**src/rtl/hazard_ctrl.sv**
```systemverilog
// Pipeline sequencing controller for the 5-stage core: per-cycle advance/hold/bubble
// decisions for PC, IF/ID, ID/EX, EX/MEM plus fetch watchdog and event counters.
module hazard_ctrl #(
  parameter int unsigned REG_AW        = 5,
  parameter int unsigned CNT_W         = 16,
  parameter int unsigned FETCH_TIMEOUT = 64
) (
  input  logic              clk,
  input  logic              reset,
  input  logic              imem_ready,
  input  logic              dmem_busy,
  input  logic              branch_taken_ex,
  input  logic [REG_AW-1:0] id_rs1,
  input  logic [REG_AW-1:0] id_rs2,
  input  logic              id_uses_rs1,
  input  logic              id_uses_rs2,
  input  logic [REG_AW-1:0] ex_rd,
  input  logic              ex_mem_read,
  output logic              pc_en,
  output logic              pc_sel_branch,
  output logic              if_id_en,
  output logic              if_id_flush,
  output logic              id_ex_en,
  output logic              id_ex_flush,
  output logic              ex_mem_en,
  output logic              mem_wb_flush,
  output logic [1:0]        ctrl_state,
  output logic              fetch_err,
  output logic [CNT_W-1:0]  cnt_stall,
  output logic [CNT_W-1:0]  cnt_flush,
  output logic [CNT_W-1:0]  cnt_freeze,
  output logic [CNT_W-1:0]  cnt_fwait
);

  localparam int unsigned WD_W = (FETCH_TIMEOUT < 2) ? 1 : $clog2(FETCH_TIMEOUT + 1);
  localparam logic [WD_W-1:0] WD_MAX  = WD_W'(FETCH_TIMEOUT);
  localparam logic [WD_W-1:0] WD_LAST = WD_W'(FETCH_TIMEOUT - 1);

  typedef enum logic [1:0] {
    ST_RUN    = 2'd0,
    ST_FWAIT  = 2'd1,
    ST_FREEZE = 2'd2
  } state_t;

  state_t          state_q, state_d;
  logic            load_use;
  logic            rule_freeze, rule_redirect, rule_stall, rule_fwait;
  logic [WD_W-1:0] wdog_q;

  // Load-use: the ID instruction needs a value the load in EX has not produced yet.
  assign load_use = ex_mem_read && (ex_rd != '0) &&
                    ((id_uses_rs1 && (id_rs1 == ex_rd)) ||
                     (id_uses_rs2 && (id_rs2 == ex_rd)));

  always_ff @(posedge clk) begin
    if (reset) state_q <= ST_RUN;
    else       state_q <= state_d;
  end

  // Priority chain, first match wins; reset forces the pipeline to fill with bubbles.
  always_comb begin
    state_d       = ST_RUN;
    pc_en         = 1'b1;
    pc_sel_branch = 1'b0;
    if_id_en      = 1'b1;
    if_id_flush   = 1'b0;
    id_ex_en      = 1'b1;
    id_ex_flush   = 1'b0;
    ex_mem_en     = 1'b1;
    mem_wb_flush  = 1'b0;
    rule_freeze   = 1'b0;
    rule_redirect = 1'b0;
    rule_stall    = 1'b0;
    rule_fwait    = 1'b0;
    if (reset) begin
      pc_en        = 1'b0;
      if_id_flush  = 1'b1;
      id_ex_flush  = 1'b1;
      mem_wb_flush = 1'b1;
    end else if (dmem_busy) begin
      rule_freeze  = 1'b1;
      state_d      = ST_FREEZE;
      pc_en        = 1'b0;
      if_id_en     = 1'b0;
      id_ex_en     = 1'b0;
      ex_mem_en    = 1'b0;
      mem_wb_flush = 1'b1;
    end else if (branch_taken_ex) begin
      rule_redirect = 1'b1;
      pc_sel_branch = 1'b1;
      if_id_flush   = 1'b1;
      id_ex_flush   = 1'b1;
    end else if (load_use) begin
      rule_stall  = 1'b1;
      pc_en       = 1'b0;
      if_id_en    = 1'b0;
      id_ex_flush = 1'b1;
    end else if (!imem_ready) begin
      rule_fwait  = 1'b1;
      state_d     = ST_FWAIT;
      pc_en       = 1'b0;
      if_id_flush = 1'b1;
    end
  end

  assign ctrl_state = state_q;

  function automatic logic [CNT_W-1:0] sat_inc(input logic [CNT_W-1:0] v, input logic inc);
    if (inc && (v != '1)) sat_inc = v + CNT_W'(1);
    else                  sat_inc = v;
  endfunction

  always_ff @(posedge clk) begin
    if (reset) begin
      cnt_stall  <= '0;
      cnt_flush  <= '0;
      cnt_freeze <= '0;
      cnt_fwait  <= '0;
    end else begin
      cnt_stall  <= sat_inc(cnt_stall,  rule_stall);
      cnt_flush  <= sat_inc(cnt_flush,  rule_redirect);
      cnt_freeze <= sat_inc(cnt_freeze, rule_freeze);
      cnt_fwait  <= sat_inc(cnt_fwait,  rule_fwait);
    end
  end

  // Watchdog counts an unbroken run of fetch waits; fetch_err is sticky until reset.
  always_ff @(posedge clk) begin
    if (reset) begin
      wdog_q    <= '0;
      fetch_err <= 1'b0;
    end else if (rule_fwait) begin
      if (wdog_q != WD_MAX) wdog_q <= wdog_q + WD_W'(1);
      if (wdog_q >= WD_LAST) fetch_err <= 1'b1;
    end else begin
      wdog_q <= '0;
    end
  end

endmodule

```
**config.mk**
```make
export PLATFORM = sky130hd
export DESIGN_NAME = hazard_ctrl
export DESIGN_NICKNAME = d
export VERILOG_FILES = /design/src/rtl/hazard_ctrl.sv
export SDC_FILE = /design/constraint.sdc
export NUM_CORES = 1
export LEC_CHECK = 0
export BUFFER_PORTS_ARGS = -buffer_cell sky130_fd_sc_hd__buf_2
export CELL_PAD_IN_SITES_DETAIL_PLACEMENT = 0
export CELL_PAD_IN_SITES_GLOBAL_PLACEMENT = 1
export CORE_MARGIN = 5
export CORE_UTILIZATION = 42
export CTS_CLUSTER_DIAMETER = 100
export DETAILED_ROUTE_END_ITERATION = 8
export GPL_ROUTABILITY_DRIVEN = 0
export PLACE_DENSITY_LB_ADDON = 0.1
export SETUP_SLACK_MARGIN = 0.3
export SLEW_MARGIN = 20
export SYNTH_ARGS = -nofsm -noshare
export SYNTH_HDL_FRONTEND = slang
export SYNTH_SLANG_ARGS = --single-unit
```
**constraint.sdc**
```tcl
create_clock -name clk -period 4.2 [get_ports clk]
set_clock_uncertainty 0.1 [all_clocks]
set_input_delay 0 -clock clk [delete_from_list [all_inputs] [get_ports clk]]
set_output_delay 0 -clock clk [all_outputs]
set_load 0.02 [all_outputs]
```
==> impl_results.md <==
* Setup TNS at 0 ps
* Initial core utilization at 42.47%
* CTS tree: yes
* Slew HR at 57.87%
* Max Cap Viol at 0
* Worst setup endpoint: cnt_stall[7]
* Synth cell types at 47
* Largest net degree at the start of global routing at 47
* Synth area leaders: dfxtp_1, xor2_1, nor2_1, xnor2_1, nand3_1
* Area fraction of the dominant cell type after synthesis at 40.40%
* Buffer count from post-CTS setup fixing at 0
* Peak Freq at 0.4006 GHz
* Worst EP required at 4370 ps
* Synthesized net count at 455
* DRC violations left at 0
* Initial antenna violation count at 0
* Post-Syn Area at 3667 sq um
* Gr ovfl total at 0
* Asr flop ratio synth at 0%
* Critical path class: input pin to flip-flop
* CTS sink count at 74
* NumNets Final at 551
* Post-Place Cells at 616
* RR Startpoint: cnt_stall[0]
* CP arrival at 2670 ps
* Seq cells post-synth at 74
* Iter 0 DRT Violations at 96
* Worst-case clock buffer depth at 2
* H-tree depth at 3
* Leak pwr at 1.856 nW
* Die area at 10700 sq um
* Final min period at 2496 ps
* Clock latency on the worst-skew pair at 350 ps
* Met1 usage at 22.29%
* I/O Pins at 98
* Worst-margin pin slew at 630.4 ps
* TritonRoute pass-1 iters at 4
* CTS clk-pin slew, worst paths at 80 ps
* Final Hold Fails at 0
* Syn Area/Cell at 8.609 sq um
* Root Buffer: clkbuf_8
* Pwr per Cell Area at 314.5 nW/um^2
* Max-slew violation count at 0
* Total Wirelength at 8649 um
* CTS Buf Count at 9
* Final setup violation count at 0
* Core footprint at 8636 sq um
* Non-Filler Instances at 634
* N_diodes at 0
* Share of post-route cells with drive strength above 1 at 23.76%
* Port Buffer Count at 97
* Post-Syn Instances at 426
* Register area share after synthesis at 40.40%
* Global-route wire length before repair at 14040 um
* DIE WIDTH at 103.4 um
* Dpl hpwl at 6344 um
* Yosys top cell by area: dfxtp_1
* GR Util met3 at 5.366%
* Setup crit start: reset
* Most instantiated cells after synthesis: dfxtp_1, nor2_1, xor2_1
* P&R area growth vs syn at 21.36%
* Most instantiated library cell after synthesis: dfxtp_1
* Predominant post-synthesis flop cell: dfxtp_1
* Tot Pwr at 1.400 mW
* Vias per cell at 5.131
* Post-route cell area at 4451 sq um
* Die Height at 103.4 um
* Startpoint types: input pin
* FF-to-FF End: cnt_stall[7]
* Remaining antenna violation count at 0
* CP endpoint kind: flip-flop
* Crit-path max FO at 27
* M2 GR Usage at 24.22%
* Setup slack, reg-to-reg at 1780 ps
* Worst hold path type: input pin to flip-flop
* Total GRT Usage at 16.44%
* R2R cell count at 6
* Num rows at 34
* Yosys Warn Count at 0
* Tcrit/Tclk final at 59.44%
* Vias at 3253
* DP Area at 4204 sq um
* Vias in the first global route at 2931
* Status: completed
* Worst-case vdd ir drop at 0.0001564 V
* Fin util at 51.54%
* Routed len/inst at 13.64 um
* RSZ-0062 raised after global routing: no
* Number of flops mapped to enable cells by yosys at 0
* Global route hottest layer: met2
[routing by layer]
| metal | vias to the layer above | share of wire, % |
|---|---|---|
| li1 | 1695 | - |
| met1 | 1456 | 48 |
| met2 | 91 | 42 |
| met3 | 11 | 8.1 |
| met4 | 0 | 1.5 |
| met5 | - | 0 |
[power breakdown]
group / internal (mW) / switching [mW] / leakage, nW
clock: 0.346 / 0.259 / 0.112
sequential: 0.705 / 0.00465 / 0.597
combinational: 0.0319 / 0.0530 / 1.15
total: 1.08 / 0.316 / 1.86
[logic make-up (layout without fill, tap and decap cells)]
logic type	after synthesis	count (layout)	share of synthesized area, %
simple gates	194	194	27.16
flops	74	74	40.40
compound gates	60	60	11.19
xor+xnor	55	55	13.14
buf+inv	30	130	4.026
mux	7	7	2.047
fa+ha+maj	6	6	2.047
[registers in the layout, indices dropped and copies added (netlist names)]
signal and flops:
cnt_fwait 16, wdog_q 7, ctrl_state 2, cnt_stall 16
cnt_flush 16, fetch_err 1, cnt_freeze 16
[worst max-delay path: stages]
cell	delay (ps)
dlygate4sd3_1	530
buf_2	270
nor2_1	190
inv_1	90
nor2_2	190
o311a_2	230
nand2_1	370
or4_1	610
a21oi_1	160
[area by class of cell]
cell class | instances | area [sq um]
inverter | 13 | 48.80
multi-input combinational | 322 | 2038
sequential | 74 | 1481
timing repair buffer | 102 | 530.5
clock buffer | 10 | 137.6
tap | 108 | 135.1
clock inverter | 5 | 78.83
fill | 895 | 4185
[through the flow]
step,hold slack [ps],setup WS [ps]
after floorplan,99.02,1983
after global placement,269.7,1873
after detailed placement,276.5,1838
after CTS,85.95,1740
after global routing,136.2,1507
final,99.02,1704
[how the worst min path moves through the flow]
stage | startpoint | to | slack (ps) | cells past startpoint
final | branch_taken_ex | cnt_flush[6] | 100 | 5
after global routing | branch_taken_ex | cnt_flush[6] | 140 | 5
after CTS | branch_taken_ex | cnt_flush[6] | 90 | 5
after detailed placement | dmem_busy | ctrl_state[1] | 280 | 2
after global placement | dmem_busy | ctrl_state[1] | 270 | 2
after floorplan | branch_taken_ex | pc_sel_branch | 100 | 2
[placed cells by master, fill, tap and decap left out, types with 2 or more instances in the layout]
cell type      synthesis  routed
buf_2                  7      97
dfxtp_1               74      74
nor2_1                60      60
xor2_1                30      30
nand3_1               29      29
nand2_1               25      25
xnor2_1               25      25
a21oi_1               22      22
nand4_1               19      19
inv_1                 13      13
and3_1                13      13
clkbuf_8               0      10
or3_1                  9       9
or4_1                  8       8
and2_1                 7       7
o31ai_1                7       7
nor2b_1                6       6
o21ai_0                6       6
ha_1                   6       6
and4_1                 5       5
mux2_2                 4       4
nor3_1                 4       4
a211oi_1               4       4
a2111oi_1              3       3
a21o_1                 3       3
mux2i_1                3       3
dlygate4sd3_1          0       3
o21a_1                 2       2
o22ai_1                2       2
nand2b_1               2       2
a2111oi_2              2       2
and4b_1                2       2
a31oi_1                2       2
bufinv_16              0       2
clkinv_2               0       2
buf_4                  1       2
[timing repair]
item / CTS / global route
gates resized for setup: 0 / 0
hold buffers: 3 / 0
hold endpoints to repair: 14 / 0
Power figures use the tool's default switching activity.
